--- src/rtl/mem_lsu_pkg.sv ---
`default_nettype none
// ============================================================================
//  Module      : mem_lsu_pkg
//  Description : Shared definitions for the memory-stage load/store unit:
//                op-field layout, access sizes, FSM state encodings and the
//                address helpers used at op acceptance.
//  Revision    : 1.0 - initial release
// ============================================================================
package mem_lsu_pkg;

    localparam int REG_IDX_WIDTH = 5;

    // lsu_op = {is_store, is_unsigned, size[1:0]}
    localparam int LSU_OP_WIDTH = 4;
    localparam int LSU_ST_BIT   = 3;
    localparam int LSU_UNS_BIT  = 2;

    localparam logic [1:0] LSU_SIZE_B = 2'd0;
    localparam logic [1:0] LSU_SIZE_H = 2'd1;
    localparam logic [1:0] LSU_SIZE_W = 2'd2;

    localparam logic [1:0] LSU_IDLE = 2'd0;
    localparam logic [1:0] LSU_REQ  = 2'd1;
    localparam logic [1:0] LSU_WAIT = 2'd2;

    // Byte lane actually used by an access. Halfword and word accesses
    // drop the low address bits that would make them misaligned, so an
    // unaligned op executes on its naturally aligned container.
    function automatic logic [1:0] lsu_lane_offset(input logic [1:0] size,
                                                   input logic [1:0] addr_lo);
        logic [1:0] off;
        case (size)
            LSU_SIZE_B: off = addr_lo;
            LSU_SIZE_H: off = {addr_lo[1], 1'b0};
            default:    off = 2'b00;
        endcase
        return off;
    endfunction

    // True when the access is not naturally aligned for its size.
    // The reserved size encoding is treated like a word.
    function automatic logic lsu_misaligned(input logic [1:0] size,
                                            input logic [1:0] addr_lo);
        logic mis;
        case (size)
            LSU_SIZE_B: mis = 1'b0;
            LSU_SIZE_H: mis = addr_lo[0];
            default:    mis = |addr_lo;
        endcase
        return mis;
    endfunction

endpackage
`default_nettype wire

--- src/rtl/mem_lsu_align.sv ---
`default_nettype none
// ============================================================================
//  Module      : mem_lsu_align
//  Description : Combinational lane logic shared by the load/store paths.
//                Store side: replicates the low byte/half across all lanes
//                and generates byte strobes. Load side: picks the addressed
//                byte/half out of the read word and zero/sign extends it.
//  Ports       : size, is_unsigned, offset  - access descriptor (offset is
//                                             already size-aligned)
//                sdata -> wdata, wstrb      - store lane generation
//                rdata -> ldata             - load extract/extend
//  Revision    : 1.0 - initial release
// ============================================================================
module mem_lsu_align
    import mem_lsu_pkg::*;
#(
    parameter int XLEN = 32
) (
    input  logic [1:0]      size,
    input  logic            is_unsigned,
    input  logic [1:0]      offset,
    input  logic [XLEN-1:0] sdata,
    input  logic [XLEN-1:0] rdata,
    output logic [XLEN-1:0] wdata,
    output logic [3:0]      wstrb,
    output logic [XLEN-1:0] ldata
);

    logic [7:0]  byte_sel;
    logic [15:0] half_sel;

    assign byte_sel = rdata[{offset, 3'b000} +: 8];
    assign half_sel = rdata[{offset[1], 4'b0000} +: 16];

    always_comb begin
        wdata = sdata;
        wstrb = 4'hF;
        ldata = rdata;
        case (size)
            LSU_SIZE_B: begin
                wdata = {(XLEN/8){sdata[7:0]}};
                wstrb = 4'b0001 << offset;
                ldata = is_unsigned ? {{(XLEN-8){1'b0}}, byte_sel}
                                    : {{(XLEN-8){byte_sel[7]}}, byte_sel};
            end
            LSU_SIZE_H: begin
                wdata = {(XLEN/16){sdata[15:0]}};
                wstrb = 4'b0011 << offset;
                ldata = is_unsigned ? {{(XLEN-16){1'b0}}, half_sel}
                                    : {{(XLEN-16){half_sel[15]}}, half_sel};
            end
            default: begin
                wdata = sdata;
                wstrb = 4'hF;
                ldata = rdata;
            end
        endcase
    end

endmodule
`default_nettype wire

--- src/rtl/mem_lsu.sv ---
`default_nettype none
// ============================================================================
//  Module      : mem_lsu
//  Description : Memory-stage load/store unit. Accepts one op from ex_mem,
//                runs it on a req/gnt/rvalid data bus while stalling the
//                pipe, and presents the load result to mem_wb for exactly
//                one cycle (bubble otherwise). A bus response that does not
//                arrive within MAX_WAIT cycles of the grant raises a
//                one-cycle lsu_err_o and frees the pipe.
//  Options     : LSU_MISALIGN_EXC_EN - when defined, misaligned H/W ops are
//                rejected in the accept cycle with an lsu_err_o pulse;
//                otherwise their low address bits are forced to zero.
//  Ports       : clk, rst_n          - clock, async active-low reset
//                ex_mem_*            - op from the ex_mem register
//                lsu_stall_o         - hold ex_mem and earlier stages
//                lsu_err_o           - timeout / misalign pulse
//                dbus_*              - data bus master interface
//                mem_rd_*            - result fields captured by mem_wb
//  Revision    : 1.0 - initial release
// ============================================================================
module mem_lsu
    import mem_lsu_pkg::*;
#(
    parameter int XLEN     = 32,
    parameter int MAX_WAIT = 15
) (
    input  logic                     clk,
    input  logic                     rst_n,
    input  logic                     ex_mem_valid_i,
    input  logic [LSU_OP_WIDTH-1:0]  ex_mem_lsu_op_i,
    input  logic [XLEN-1:0]          ex_mem_addr_i,
    input  logic [XLEN-1:0]          ex_mem_sdata_i,
    input  logic [REG_IDX_WIDTH-1:0] ex_mem_rd_idx_i,
    input  logic                     ex_mem_rd_en_i,
    output logic                     lsu_stall_o,
    output logic                     lsu_err_o,
    output logic                     dbus_req_o,
    output logic                     dbus_we_o,
    output logic [XLEN-1:0]          dbus_addr_o,
    output logic [XLEN-1:0]          dbus_wdata_o,
    output logic [3:0]               dbus_wstrb_o,
    input  logic                     dbus_gnt_i,
    input  logic                     dbus_rvalid_i,
    input  logic [XLEN-1:0]          dbus_rdata_i,
    output logic [REG_IDX_WIDTH-1:0] mem_rd_idx_o,
    output logic                     mem_rd_en_o,
    output logic [XLEN-1:0]          mem_rd_wdata_o
);

    logic [1:0]               state;
    logic [1:0]               state_nxt;
    logic [7:0]               wait_cnt;

    logic [LSU_OP_WIDTH-1:0]  op_q;
    logic [XLEN-1:0]          addr_q;
    logic [XLEN-1:0]          sdata_q;
    logic [REG_IDX_WIDTH-1:0] rd_idx_q;
    logic                     rd_en_q;

    logic                     in_misalign;
    logic                     accept;
    logic                     timeout;
    logic                     load_wr;

    logic [XLEN-1:0]          st_wdata;
    logic [3:0]               st_wstrb;
    logic [XLEN-1:0]          ld_data;

`ifdef LSU_MISALIGN_EXC_EN
    assign in_misalign = lsu_misaligned(ex_mem_lsu_op_i[1:0], ex_mem_addr_i[1:0]);
`else
    assign in_misalign = 1'b0;
`endif

    assign accept  = (state == LSU_IDLE) && ex_mem_valid_i && !in_misalign;

    // Timeout fires in the MAX_WAIT-th WAIT cycle; an rvalid arriving in
    // that same cycle still wins and completes the op normally.
    assign timeout = (state == LSU_WAIT) && !dbus_rvalid_i &&
                     (wait_cnt == 8'(MAX_WAIT - 1));

    assign load_wr = rd_en_q && !op_q[LSU_ST_BIT];

    // ------------------------------------------------------------------
    // FSM: state register
    // ------------------------------------------------------------------
    always_ff @(posedge clk or negedge rst_n) begin
        if (!rst_n) begin
            state <= LSU_IDLE;
        end else begin
            state <= state_nxt;
        end
    end

    // ------------------------------------------------------------------
    // FSM: next state
    // ------------------------------------------------------------------
    always_comb begin
        state_nxt = state;
        case (state)
            LSU_IDLE: if (accept)                   state_nxt = LSU_REQ;
            LSU_REQ:  if (dbus_gnt_i)               state_nxt = LSU_WAIT;
            LSU_WAIT: if (dbus_rvalid_i || timeout) state_nxt = LSU_IDLE;
            default:                                state_nxt = LSU_IDLE;
        endcase
    end

    // ------------------------------------------------------------------
    // FSM: outputs
    // ------------------------------------------------------------------
    always_comb begin
        lsu_stall_o    = 1'b0;
        lsu_err_o      = 1'b0;
        dbus_req_o     = 1'b0;
        dbus_we_o      = 1'b0;
        dbus_addr_o    = '0;
        dbus_wdata_o   = '0;
        dbus_wstrb_o   = 4'h0;
        mem_rd_idx_o   = '0;
        mem_rd_en_o    = 1'b0;
        mem_rd_wdata_o = '0;
        case (state)
            LSU_IDLE: begin
                lsu_stall_o = ex_mem_valid_i;
`ifdef LSU_MISALIGN_EXC_EN
                if (ex_mem_valid_i && in_misalign) begin
                    lsu_stall_o = 1'b0;
                    lsu_err_o   = 1'b1;
                end
`endif
            end
            LSU_REQ: begin
                lsu_stall_o = 1'b1;
                dbus_req_o  = 1'b1;
                dbus_we_o   = op_q[LSU_ST_BIT];
                dbus_addr_o = {addr_q[XLEN-1:2], 2'b00};
                if (op_q[LSU_ST_BIT]) begin
                    dbus_wdata_o = st_wdata;
                    dbus_wstrb_o = st_wstrb;
                end
            end
            LSU_WAIT: begin
                if (dbus_rvalid_i) begin
                    lsu_stall_o = 1'b0;
                    if (load_wr) begin
                        mem_rd_en_o    = 1'b1;
                        mem_rd_idx_o   = rd_idx_q;
                        mem_rd_wdata_o = ld_data;
                    end
                end else if (timeout) begin
                    lsu_err_o   = 1'b1;
                    lsu_stall_o = 1'b0;
                end else begin
                    lsu_stall_o = 1'b1;
                end
            end
            default: ;
        endcase
    end

    // ------------------------------------------------------------------
    // Response wait counter, counts cycles spent in WAIT
    // ------------------------------------------------------------------
    always_ff @(posedge clk or negedge rst_n) begin
        if (!rst_n) begin
            wait_cnt <= 8'd0;
        end else if (state != LSU_WAIT) begin
            wait_cnt <= 8'd0;
        end else begin
            wait_cnt <= wait_cnt + 8'd1;
        end
    end

    // ------------------------------------------------------------------
    // Latched op. The stored address already carries the lane offset the
    // access will use, so REQ and WAIT never look at ex_mem again.
    // ------------------------------------------------------------------
    always_ff @(posedge clk or negedge rst_n) begin
        if (!rst_n) begin
            op_q     <= '0;
            addr_q   <= '0;
            sdata_q  <= '0;
            rd_idx_q <= '0;
            rd_en_q  <= 1'b0;
        end else if (accept) begin
            op_q     <= ex_mem_lsu_op_i;
            addr_q   <= {ex_mem_addr_i[XLEN-1:2],
                         lsu_lane_offset(ex_mem_lsu_op_i[1:0], ex_mem_addr_i[1:0])};
            sdata_q  <= ex_mem_sdata_i;
            rd_idx_q <= ex_mem_rd_idx_i;
            rd_en_q  <= ex_mem_rd_en_i;
        end
    end

    mem_lsu_align #(
        .XLEN (XLEN)
    ) u_align (
        .size        (op_q[1:0]),
        .is_unsigned (op_q[LSU_UNS_BIT]),
        .offset      (addr_q[1:0]),
        .sdata       (sdata_q),
        .rdata       (dbus_rdata_i),
        .wdata       (st_wdata),
        .wstrb       (st_wstrb),
        .ldata       (ld_data)
    );

endmodule
`default_nettype wire

--- config.mk ---
export PLATFORM = sky130hd
export DESIGN_NAME = mem_lsu
export DESIGN_NICKNAME = d
export VERILOG_FILES = /design/src/rtl/mem_lsu_pkg.sv /design/src/rtl/mem_lsu_align.sv /design/src/rtl/mem_lsu.sv
export SDC_FILE = /design/constraint.sdc
export NUM_CORES = 1
export LEC_CHECK = 0
export ABC_AREA = 1
export BUFFER_PORTS_ARGS = -buffer_cell sky130_fd_sc_hd__buf_2
export CAP_MARGIN = 10
export CORE_MARGIN = 4
export CORE_UTILIZATION = 43
export CTS_BUF_LIST = sky130_fd_sc_hd__clkbuf_16
export CTS_CLUSTER_DIAMETER = 60
export CTS_CLUSTER_SIZE = 14
export DETAILED_ROUTE_END_ITERATION = 10
export HOLD_SLACK_MARGIN = 0.15
export PLACE_DENSITY = 0.78
export SKIP_CTS_REPAIR_TIMING = 1
export SYNTH_ARGS = -nofsm -noshare
export SYNTH_HDL_FRONTEND = slang
export SYNTH_SLANG_ARGS = --single-unit
--- constraint.sdc ---
create_clock -name clk -period 1.3 [get_ports clk]
set_clock_uncertainty 0.15 [all_clocks]
set_input_delay 0.13 -clock clk [delete_from_list [all_inputs] [get_ports clk]]
set_output_delay 0.13 -clock clk [all_outputs]
set_load 0.01 [all_outputs]
==> results.toml <==
[timing]
fin_ws_ns = -0.776
slew_violations = 0
setup_viol = 189
period_needed_ns = 2.08
whs_ns = 0.168
rsz0062_at_grt = "true"
fmax_mhz = 482
hold_viol_final = 0
min_period_over_period = 1.60

[synthesis]
syn_avg_cell_area_um2 = 6.76
ys_warn_count = 0
synthTopCellsByCount = "207 x nand2_1, 135 x nor2_1, 84 x dfrtp_1"
syn_area_um2 = 4750
synth_cell_types = 30
synth_area_leader_cell = "dfrtp_1"
synth_seq_cells = 84
yosys-top-cells-area = "dfrtp_1 44%, nand2_1 16%, nor2_1 11%"
ys_seq_area_frac = 0.443
yosysMostFrequentCell = "nand2_1"
synth-main-ff-cell = "dfrtp_1"
netlist_instances = 703
netlist.area_leader.share = 0.443
synth_edf_count = 0
async_reset_ff_frac = 1.00

[clock_network]
insertion_delay_ns = 0.34
h-tree-depth = 3
clkTransAtPathRegs_ns = 0.06
clk_path_buf_depth = 2
cts.sinks = 84
cts-buffers-inserted = 9
cts_tree = "built"
cts_root_buffer = "clkbuf_16"

[drt]
vias_per_cell = 5.30
first_pass_iters = 6
wl_per_cell_um = 18.2
first_iter_violations = 714
ant_nets = 0
routed_wl_um = 22200
drc = 0
via_count = 6477

[die]
rows = 38
chipWidth_um = 113
start_util = 0.438
die_h_um = 113
pin_count = 221
placeableCoreArea_um2 = 10800
die_area_um2 = 12800

[cells_and_area]
area_delta_synth_final_pct = 91.5
seq_area_um2 = 2110
final_area_um2 = 9100
multi_input_area_um2 = 2830
stdcell_count = 1223
num-fill-cells = 576
fin_util = 0.839
fin_nets = 1191
drive_above_1_share = 0.443
n_antenna_cell = 0

[worst_setup_path]
critPathTopFamily = "buffers and inverters"
arrival_ns = 1.80
cp_max_fo = 16
cpMostUsedCell = "inv_2"
cp-end-kind = "output pin"
startpoint_type = "flip-flop"
crit_required_ns = 1.02
crit_slowest_cell = "dfrtp_1"
critical_path_buf_inv_count = 4
cp_cell_sequence = "inv_2 -> nand2_2 -> inv_2 -> nand3_4 -> buf_4 -> a21oi_1 -> buf_2"
critPathKind = "reg2out"
critical-path-max-stage-delay_ns = 0.42

[hold_path]
hp-class = "in2async"

[power_and_ir_drop]
p_seq_frac = 0.257
switchingPower_w = 0.00798
power.density_nw_per_um2 = 1980
combPwrFrac = 0.603
switching_share = 0.444
p_clk_frac = 0.140
leakage_nw = 4.62
p_int_w = 0.0100
ir_drop_uv = 1250

[grt]
grt_usage = 0.240
antenna_found_initial = 0
grt_max_degree = 71
grt_pass1_vias = 5145
grt_pass1_wl_um = 24600
grt-ovfl-total = 0

[run]
drv_cap = 0

[placed_design]
place_area_um2 = 6720
dp_cells = 1093
portBuffers = 218
gp_congestion = 0.895
dpl.hpwl_um = 11900

[status]
failed_checks = "negative setup slack"
status = "complete, but fails checks"
-- worst paths after layout --
check | cells after the start | end | slack, ns | from
max reg2reg | 7 | sdata_q[13]$_DFFE_PN0P_ | -0.23 | state[1]$_DFFE_PN0P_
min | 3 | addr_q[30]$_DFFE_PN0P_ | 0.17 | rst_n
max | 7 | mem_rd_wdata_o[13] | -0.78 | state[0]$_DFFE_PN0P_
min reg2reg | 2 | sdata_q[23]$_DFFE_PN0P_ | 0.33 | sdata_q[23]$_DFFE_PN0P_
min in group clk | 6 | state[1]$_DFFE_PN0P_ | 0.28 | dbus_rvalid_i
max in group asynchronous | 3 | addr_q[0]$_DFFE_PN0P_ | 0.52 | rst_n
-- metal layers --
| layer | wire length (um) | global-route usage | vias up |
|---|---|---|---|
| li1 | - | - | 2932 |
| met1 | 7740 | 0.297 | 3035 |
| met2 | 11200 | 0.399 | 424 |
| met3 | 2200 | 0.0631 | 86 |
| met4 | 1070 | 0.0986 | 0 |
| met5 | 0 | 0 | - |
-- power by group through the flow --
stage | clock (W) | sequential (W) | combinational (W)
finish | 0.00252 | 0.00462 | 0.0108
CTS | 0.00253 | 0.00442 | 0.00740
floorplan | 0 | 0.00424 | 0.00468
global route | 0.00268 | 0.00474 | 0.0116
detailed placement | 0 | 0.00446 | 0.00735
global placement | 0 | 0.00439 | 0.00726
-- registers in the layout, indices dropped and copies added, names as in the netlist --
signal / cells
addr_q: 32
op_q: 4
rd_en_q: 1
rd_idx_q: 5
sdata_q: 32
state: 2
wait_cnt: 8
-- cell families (layout without fill, tap and decap cells) --
group,count (synthesis),after routing,share of synthesized area
DFF,84,84,0.443
buffers and inverters,119,497,0.105
and+or+nand+nor,365,366,0.303
adders and majority gates,2,2,0.00527
AOI/OAI and AO/OA,132,132,0.143
other,1,2,0.000790
-- worst register-to-register path, stage by stage (launching register included) --
cell and delay (ns):
dfrtp_2 0.46, nor2_4 0.14, nand2_4 0.07, buf_8 0.15, buf_8 0.14, buf_12 0.16
nand2_1 0.09, nand2_1 0.06
-- metrics by stage --
step           power (W)  TNS (ns)  setup WS, ns
3_3_place_gp      0.0117    -27.33        -0.357
3_5_place_dp      0.0118    -31.62        -0.382
4_1_cts           0.0143    -72.31        -0.752
5_1_grt           0.0190    -88.07        -0.875
2_1_floorplan    0.00892    -10.43        -0.271
6_report          0.0180    -77.03        -0.776
-- area by class of cell --
class | instances | share of cell area
Clock buffer | 9 | 0.0248
Timing Repair Buffer | 400 | 0.367
Tap cell | 140 | 0.0193
Sequential cell | 84 | 0.232
Inverter | 79 | 0.0366
Multi-Input combinational cell | 502 | 0.312
Clock inverter | 7 | 0.00646
Timing Repair inverter | 2 | 0.00303
-- layout by cell type (no fill, tap or decap), types with 8 or more instances in the layout --
master / synthesis / routed
nand2_2: 2 / 15
nor2_1: 135 / 70
o21ai_0: 81 / 62
o21ai_1: 1 / 11
a21oi_2: 0 / 9
nor2_4: 1 / 44
buf_8: 0 / 8
o21ai_2: 0 / 8
buf_12: 0 / 12
a21oi_1: 38 / 29
nand2_1: 207 / 189
buf_2: 12 / 179
nor2_2: 4 / 26
buf_6: 3 / 58
clkbuf_16: 0 / 17
buf_4: 3 / 57
inv_1: 74 / 69
dfrtp_1: 84 / 79
dlygate4sd3_1: 0 / 77
No activity file was read; power rests on OpenSTA's default activity.
